## config.mk

```make
export PLATFORM = sky130hd
export DESIGN_NAME = lbp_window_generator
export DESIGN_NICKNAME = d
export VERILOG_FILES = /design/src/rtl/lbp_window_generator.sv
export SDC_FILE = /design/constraint.sdc
export NUM_CORES = 2
export LEC_CHECK = 0
export ABC_AREA = 0
export CAP_MARGIN = 20
export CORE_MARGIN = 3
export CORE_UTILIZATION = 50
export DETAILED_ROUTE_END_ITERATION = 8
export PLACE_DENSITY = 0.66
export SLEW_MARGIN = 5
export SYNTH_ARGS = -nofsm -noshare
export SYNTH_HDL_FRONTEND = slang
export SYNTH_SLANG_ARGS = --single-unit
```

## constraint.sdc

```tcl
create_clock -name clk -period 13.2 [get_ports clk]
set_input_delay 1.32 -clock clk [delete_from_list [all_inputs] [get_ports clk]]
set_output_delay 1.32 -clock clk [all_outputs]
set_load 0.01 [all_outputs]
```

## src/rtl/lbp_window_generator.sv

```systemverilog
// -----------------------------------------------------------------------------
// lbp_window_generator
//
// Streaming front end for the circular-LBP datapath. Accepts 8-bit greyscale
// pixels in raster order, keeps the four previous image lines in line
// buffers, and maintains a 5x5 sliding window. For every interior pixel it
// presents the radius-2 circular neighbourhood: centre, four axial samples
// and the four pixels around each diagonal sample point.
//
// Window W[r][c]: r = 0 is the oldest (top) line, c = 0 the oldest (left)
// column, centre at W[2][2]. Diagonal taps: _1 inner, _2 horizontal outer,
// _3 vertical outer, _4 corner.
//
// Ports:
//   clk            clock
//   rst            synchronous active-high reset
//   done_i         pixel valid; pixel_i is accepted in any cycle it is high
//   pixel_i[7:0]   raster-order pixel
//   mid_o          W[2][2]
//   S_0_o          W[2][4]     S_90_o   W[0][2]
//   S_180_o        W[2][0]     S_270_o  W[4][2]
//   S_45_o_1..4    W[1][3] W[1][4] W[0][3] W[0][4]
//   S_135_o_1..4   W[1][1] W[1][0] W[0][1] W[0][0]
//   S_225_o_1..4   W[3][1] W[3][0] W[4][1] W[4][0]
//   S_315_o_1..4   W[3][3] W[3][4] W[4][3] W[4][4]
//   done_o         one-cycle window-valid pulse, one cycle after the
//                  completing pixel
//   frame_done_o   pulses with the last window of a frame
// -----------------------------------------------------------------------------
module lbp_window_generator #(
  parameter int IMG_WIDTH  = 64,
  parameter int IMG_HEIGHT = 64
) (
  input  logic       clk,
  input  logic       rst,
  input  logic       done_i,
  input  logic [7:0] pixel_i,
  output logic [7:0] mid_o,
  output logic [7:0] S_0_o,
  output logic [7:0] S_90_o,
  output logic [7:0] S_180_o,
  output logic [7:0] S_270_o,
  output logic [7:0] S_45_o_1,
  output logic [7:0] S_45_o_2,
  output logic [7:0] S_45_o_3,
  output logic [7:0] S_45_o_4,
  output logic [7:0] S_135_o_1,
  output logic [7:0] S_135_o_2,
  output logic [7:0] S_135_o_3,
  output logic [7:0] S_135_o_4,
  output logic [7:0] S_225_o_1,
  output logic [7:0] S_225_o_2,
  output logic [7:0] S_225_o_3,
  output logic [7:0] S_225_o_4,
  output logic [7:0] S_315_o_1,
  output logic [7:0] S_315_o_2,
  output logic [7:0] S_315_o_3,
  output logic [7:0] S_315_o_4,
  output logic       done_o,
  output logic       frame_done_o
);

  localparam int unsigned CW = $clog2(IMG_WIDTH);
  localparam int unsigned RW = $clog2(IMG_HEIGHT);

  localparam logic [CW-1:0] COL_LAST = CW'(IMG_WIDTH - 1);
  localparam logic [CW-1:0] COL_FOUR = CW'(4);
  localparam logic [RW-1:0] ROW_LAST = RW'(IMG_HEIGHT - 1);
  localparam logic [RW-1:0] ROW_FOUR = RW'(4);

  typedef enum logic {
    ST_FILL,
    ST_RUN
  } state_t;

  state_t          r_state;
  state_t          w_state_nxt;

  logic [CW-1:0]   r_col;
  logic [RW-1:0]   r_row;

  // Line buffers: lb0 holds row-1, lb3 holds row-4 at the current column.
  logic [7:0]      r_lb0 [0:IMG_WIDTH-1];
  logic [7:0]      r_lb1 [0:IMG_WIDTH-1];
  logic [7:0]      r_lb2 [0:IMG_WIDTH-1];
  logic [7:0]      r_lb3 [0:IMG_WIDTH-1];

  logic [7:0]      r_win     [0:4][0:4];
  logic [7:0]      w_win_nxt [0:4][0:4];

  logic            w_acc;
  logic            w_col_last;
  logic            w_row_last;
  logic            w_frame_end;
  logic            w_interior;
  logic            w_first;
  logic            w_emit;

  // Reset takes priority: a pixel presented together with rst is dropped.
  assign w_acc       = done_i & ~rst;
  assign w_col_last  = (r_col == COL_LAST);
  assign w_row_last  = (r_row == ROW_LAST);
  assign w_frame_end = w_col_last & w_row_last;
  assign w_interior  = (r_row >= ROW_FOUR) && (r_col >= COL_FOUR);
  assign w_first     = (r_row == ROW_FOUR) && (r_col == COL_FOUR);

  // ---------------------------------------------------------------------------
  // FSM: FILL suppresses output until the first complete window of a frame.
  // ---------------------------------------------------------------------------
  always_comb begin
    w_state_nxt = r_state;
    w_emit      = 1'b0;
    case (r_state)
      ST_FILL: begin
        if (w_acc && w_first) begin
          w_emit      = 1'b1;
          w_state_nxt = ST_RUN;
        end
      end
      ST_RUN: begin
        if (w_acc) begin
          // Columns 0..3 of each line only refill the window, so the
          // interior gate also prevents mixing columns across a line wrap.
          w_emit = w_interior;
          if (w_frame_end) begin
            w_state_nxt = ST_FILL;
          end
        end
      end
      default: begin
        w_state_nxt = ST_FILL;
      end
    endcase
  end

  always_ff @(posedge clk) begin
    if (rst) begin
      r_state <= ST_FILL;
      r_col   <= '0;
      r_row   <= '0;
    end else begin
      r_state <= w_state_nxt;
      if (done_i) begin
        if (w_col_last) begin
          r_col <= '0;
          r_row <= w_row_last ? '0 : r_row + 1'b1;
        end else begin
          r_col <= r_col + 1'b1;
        end
      end
    end
  end

  // ---------------------------------------------------------------------------
  // Window shift: columns move left, the new column comes from the line
  // buffers (oldest line on top) with the incoming pixel at the bottom.
  // ---------------------------------------------------------------------------
  always_comb begin
    for (int unsigned r = 0; r < 5; r++) begin
      for (int unsigned c = 0; c < 4; c++) begin
        w_win_nxt[r][c] = r_win[r][c+1];
      end
    end
    w_win_nxt[0][4] = r_lb3[r_col];
    w_win_nxt[1][4] = r_lb2[r_col];
    w_win_nxt[2][4] = r_lb1[r_col];
    w_win_nxt[3][4] = r_lb0[r_col];
    w_win_nxt[4][4] = pixel_i;
  end

  // Storage is not reset; FILL gating keeps stale contents off the outputs.
  always_ff @(posedge clk) begin
    if (w_acc) begin
      r_lb0[r_col] <= pixel_i;
      r_lb1[r_col] <= r_lb0[r_col];
      r_lb2[r_col] <= r_lb1[r_col];
      r_lb3[r_col] <= r_lb2[r_col];
      for (int unsigned r = 0; r < 5; r++) begin
        for (int unsigned c = 0; c < 5; c++) begin
          r_win[r][c] <= w_win_nxt[r][c];
        end
      end
    end
  end

  // ---------------------------------------------------------------------------
  // Output registers: taps are taken from the post-shift window so data and
  // done_o appear together one cycle after the completing pixel.
  // ---------------------------------------------------------------------------
  always_ff @(posedge clk) begin
    if (rst) begin
      done_o       <= 1'b0;
      frame_done_o <= 1'b0;
      mid_o        <= '0;
      S_0_o        <= '0;
      S_90_o       <= '0;
      S_180_o      <= '0;
      S_270_o      <= '0;
      S_45_o_1     <= '0;
      S_45_o_2     <= '0;
      S_45_o_3     <= '0;
      S_45_o_4     <= '0;
      S_135_o_1    <= '0;
      S_135_o_2    <= '0;
      S_135_o_3    <= '0;
      S_135_o_4    <= '0;
      S_225_o_1    <= '0;
      S_225_o_2    <= '0;
      S_225_o_3    <= '0;
      S_225_o_4    <= '0;
      S_315_o_1    <= '0;
      S_315_o_2    <= '0;
      S_315_o_3    <= '0;
      S_315_o_4    <= '0;
    end else begin
      done_o       <= w_emit;
      frame_done_o <= w_emit & w_frame_end;
      if (w_emit) begin
        mid_o     <= w_win_nxt[2][2];
        S_0_o     <= w_win_nxt[2][4];
        S_90_o    <= w_win_nxt[0][2];
        S_180_o   <= w_win_nxt[2][0];
        S_270_o   <= w_win_nxt[4][2];
        S_45_o_1  <= w_win_nxt[1][3];
        S_45_o_2  <= w_win_nxt[1][4];
        S_45_o_3  <= w_win_nxt[0][3];
        S_45_o_4  <= w_win_nxt[0][4];
        S_135_o_1 <= w_win_nxt[1][1];
        S_135_o_2 <= w_win_nxt[1][0];
        S_135_o_3 <= w_win_nxt[0][1];
        S_135_o_4 <= w_win_nxt[0][0];
        S_225_o_1 <= w_win_nxt[3][1];
        S_225_o_2 <= w_win_nxt[3][0];
        S_225_o_3 <= w_win_nxt[4][1];
        S_225_o_4 <= w_win_nxt[4][0];
        S_315_o_1 <= w_win_nxt[3][3];
        S_315_o_2 <= w_win_nxt[3][4];
        S_315_o_3 <= w_win_nxt[4][3];
        S_315_o_4 <= w_win_nxt[4][4];
      end
    end
  end

endmodule

```

# == After elaboration in Yosys (flattened, before gate mapping) ==
# Memory sizes are Yosys's and may differ from the RTL's. A register that Yosys moved wholly into a read port is not among the register bits.
# Cells that the tools add are included.
# op_classes
add_sub_neg,2
n_mul,0
div,0
magnitude_cmp,2
eq_ne,4
n_shift,0
muxes,18
bitwise_logic,5
n_reduce_logical,4
# op_table
operator,count
6-bit two-way mux,10
6-bit by 1-bit adder with 6-bit output (second input constant),2
6-bit by 3-bit equality test with 1-bit output (second input constant),2
6-bit equality test (second input constant),2
6-bit by 3-bit greater-or-equal comparator with 1-bit output (second input constant),2
1-bit two-way mux,6
1-bit one-hot mux with 2 select lines,2
1-bit AND,3
1-bit logical AND,3
1-bit NOT,2
2-bit AND reduction,1
# totals
register_bits,183
latch_bits,0
ramBits,2248
rom_bits,0
input_bits,11
output_inout_bits,170
wordCells,66
memories,5
# memory_table
name,words,word_bits,read_ports,rd_clocked_by_memory_dff,write_ports,line,rtl
r_lb0,64,8,1,1,1,83,logic [7:0] r_lb0 [0:IMG_WIDTH-1];
r_lb1,64,8,1,1,1,84,logic [7:0] r_lb1 [0:IMG_WIDTH-1];
r_lb2,64,8,1,1,1,85,logic [7:0] r_lb2 [0:IMG_WIDTH-1];
r_lb3,64,8,1,1,1,86,logic [7:0] r_lb3 [0:IMG_WIDTH-1];
r_win,5,40,5,0,5,88,logic [7:0] r_win [0:4][0:4];

# == Depth between registers and ports, before layout ==
# depth
word_depth,6
depth_mapped,10
depth_no_buf,8

# == Least setup slack after synthesis ==
# No wires, ideal clock.
# synth_timing
kind,input to register
startpoint,input port done_i
endpoint,memory r_lb0[40][0] (enable)
setup_time_ns,0.501
arrival_ns,7.593
required_ns,12.699
setup_slack_ns,5.105
cell_stages,5
n_path_buf,2
path_cell_list,buf_2 nor2b_1 buf_2 nand4b_1 nor4_1
# synth_via
elab_chain_cells,3
# synth_rtl
element,line,rtl
start: declaration,36,"input logic done_i,"
1-bit AND,100,assign w_acc = done_i & ~rst;
named net w_acc,91,logic w_acc;
1-bit two-way mux,173,if (w_acc) begin
1-bit two-way mux (not written as such),174,r_lb0[r_col] <= pixel_i;
end: declaration,83,
# The timed path passes the listed nets, and every way through them passes these cells.

==> impl_metrics.py <==
metrics = {
    "drt": {
        "antenna_left": 0,
        "via_per_inst": 6.31,
        "first_iter_violations": 6301,
        "finalWirelength_mm": 234,
        "drtPass1Iterations": 8,
        "route.detailed.drc": 0,
        "vias": 46400,
        "wl_per_cell_microns": 31.8,
    },
    "logic_synthesis": {
        "yosysSeqAreaShare_pct": 78.1,
        "synth_cell_type_count": 62,
        "synth_seq_cells": 2397,
        "syn_nets": 4537,
        "synth_most_common_cell": "edfxtp_1",
        "yosysTopAreaCellShare_pct": 73.8,
        "synth_top_flop_cell": "edfxtp_1",
        "syn-cell-area_sq_um": 89800,
        "synth_area_leader_cell": "edfxtp_1",
        "synth_top_cells_by_area": "edfxtp_1 (74%), mux4_2 (10%), dfxtp_1 (4.2%), mux2i_1 (3.1%), a22oi_1 (1.8%)",
        "yosys_warnings": 0,
        "synth.avg_cell_area_sq_um": 19.9,
        "async_flop_share_pct": 0,
        "synth_edf_count": 2208,
        "syn_inst": 4522,
        "synth_common_cells": "edfxtp_1 (2208), mux4_2 (402), nand2_1 (336)",
    },
    "floorplan": {
        "initial_core_util_pct": 50.6,
        "dieArea_sq_um": 185000,
        "core_area_sq_um": 177000,
        "die_h_microns": 430,
        "die_x_microns": 430,
        "rows": 154,
        "ioPinCount": 181,
    },
    "timing": {
        "layout_worst_path_cycle_share_pct": 40.9,
        "hold_viol_final": 0,
        "rsz0062_at_grt": "false",
        "min_period_ps": 5400,
        "setup_viol": 0,
        "tightest_slew_ps": 1190,
        "fin_skew_ps": 34.0,
        "slew_headroom_pct": 20.2,
        "drv_slew": 0,
        "fmax_mhz": 185,
        "tns_ps": 0,
    },
    "worst_setup_path": {
        "required_ps": 13820,
        "cp-start-kind": "flip-flop",
        "critPathKind": "reg2reg",
        "end_kind": "flip-flop",
        "cp.arrival_ps": 6020,
        "cp_max_fo": 96,
    },
    "cts": {
        "tritoncts": "built",
        "post-cts-setup-buffers": 0,
        "path_clk_slew_ps": 60,
        "tritoncts.num_buffers": 226,
        "root_buffer": "clkbuf_16",
        "holdBufCountCts": 0,
        "cts_resized": 0,
        "clkLatencyLatePin_ps": 850,
        "cts_sinks": 2397,
        "clockBufferDepth": 3,
        "htreeDepth": 4,
    },
    "final_layout": {
        "num-nets-final": 4827,
        "nFillCells": 13000,
        "areaGrowthSynthToFinish_pct": 14.2,
        "multi_input_comb_area_sq_um": 19100,
        "seq_area_sq_um": 70100,
        "finalNonFillerCells": 7353,
        "drive_gt1_share_pct": 20.5,
    },
    "grt": {
        "grt_pass1_vias": 45600,
        "antenna_found_initial": 8,
        "grt_first_pass_wirelength_mm": 333,
        "gr-total-overflow": 0,
        "gr-usage-all-layers_pct": 25.1,
        "grt_max_degree": 157,
    },
    "pwr": {
        "ir_drop_mv": 0.125,
        "powerDensity_nw_per_um2": 154,
        "power_leakage_nw": 30.9,
    },
    "job": {
        "maxCapViolCount": 0,
    },
    "placement": {
        "place.port_buffers": 180,
        "globalplace.congestion": 0.846,
        "placed_cells": 6918,
        "detailed_place_hpwl_mm": 124,
    },
    "status": {
        "status": "finished, final reports clean",
    },
    "worst_hold_path": {
        "hold_path_class": "reg2reg",
    },
}
==> worst paths after layout <==
check	startpoint	to	slack [ps]	cells past startpoint
setup / recovery	flip-flop	r_lb2[23][2]$_DFFE_PP_	7800	9
hold / removal	r_win[3][9]$_DFFE_PP_	r_win[3][17]$_DFFE_PP_	420	0
setup reg to reg	flip-flop	r_lb2[23][2]$_DFFE_PP_	7800	9
hold reg to reg	r_win[3][9]$_DFFE_PP_	r_win[3][17]$_DFFE_PP_	420	0
==> routing by layer <==
metal	global-route usage (%)	up-vias	wire [microns]
met4	8.62	0	8150
li1	-	19100	-
met2	39.8	2476	112000
met5	0	-	0
met1	35.9	24400	92900
met3	4.13	429	20900
==> metrics by stage <==
stage | hold WS [ps] | power (W) | util, % | setup WS [ps] | area, sq um
2_1_floorplan | 400 | 0.00923 | - | 5110 | 89800
3_3_place_gp | 401 | 0.00954 | 53.6 | 7810 | 95100
3_5_place_dp | 405 | 0.00957 | 53.6 | 7700 | 95100
4_1_cts | 418 | 0.0159 | 57.8 | 7670 | 102000
5_1_grt | 421 | 0.0162 | 57.9 | 7530 | 103000
6_report | 418 | 0.0158 | 57.9 | 7800 | 103000
==> report_power, final <==
part | total, W | switching (W) | internal, W
sequential | 0.00856 | 0.0000331 | 0.00853
clock | 0.00637 | 0.00278 | 0.00359
combinational | 0.000860 | 0.000597 | 0.000262
==> cells by family after synthesis <==
kind of cell	after synthesis	synth area share [%]
AND/OR/NAND/NOR	627	3.12
buffers and inverters	277	1.44
flip-flops	2397	78.1
XOR/XNOR	7	0.0683
AO/OA/AOI/OAI	530	4.06
adder cells (fa/ha/maj)	4	0.0557
multiplexers	680	13.2
==> area by class of cell <==
type	count	share of cell area (%)
antenna	3	0.00732
clock buffer	293	5.98
clock inverter	133	1.18
inverter	8	0.0342
multi-input combinational	1848	18.6
sequential	2397	68.3
tap	2340	2.85
timing repair buffer	331	2.97
==> placed cells by master, fill, tap and decap left out, drive strengths merged, types with 4 or more instances in the layout <==
| cell | n |
|---|---|
| edfxtp | 2208 |
| a22o | 37 |
| nor2 | 101 |
| a31oi | 19 |
| and2 | 19 |
| dfxtp | 189 |
| clkdlybuf4s50 | 171 |
| ha | 4 |
| nor2b | 8 |
| nand3 | 66 |
| o22ai | 8 |
| a32oi | 17 |
| and3 | 11 |
| mux2 | 4 |
| a22oi | 216 |
| a31o | 13 |
| nand4 | 16 |
| bufinv | 16 |
| nand2 | 336 |
| nor4 | 7 |
| buf | 160 |
| mux4 | 402 |
| or3 | 5 |
| a21oi | 166 |
| a211oi | 9 |
| a211o | 9 |
| inv | 19 |
| nor3 | 21 |
| clkbuf | 293 |
| o211ai | 18 |
| clkinv | 103 |
| o41ai | 4 |
| xor2 | 5 |
| mux2i | 274 |
| and4 | 18 |
==> critical path, stage by stage (launching register included) <==
cell     delay [ps]
dfxtp_4         710
buf_4           640
buf_12          510
buf_4           790
mux2i_1         160
a22oi_1         230
nand3_1         130
and4_1          280
a22oi_2         860
buf_4           490
==> flip-flops by register name, indices dropped and copies added (netlist names), 160 cells and up, named ones only <==
register,cells
r_lb0,512
r_lb1,512
r_lb2,512
r_lb3,512
r_win,160
Note: power is estimated with default switching activity, not from simulation.
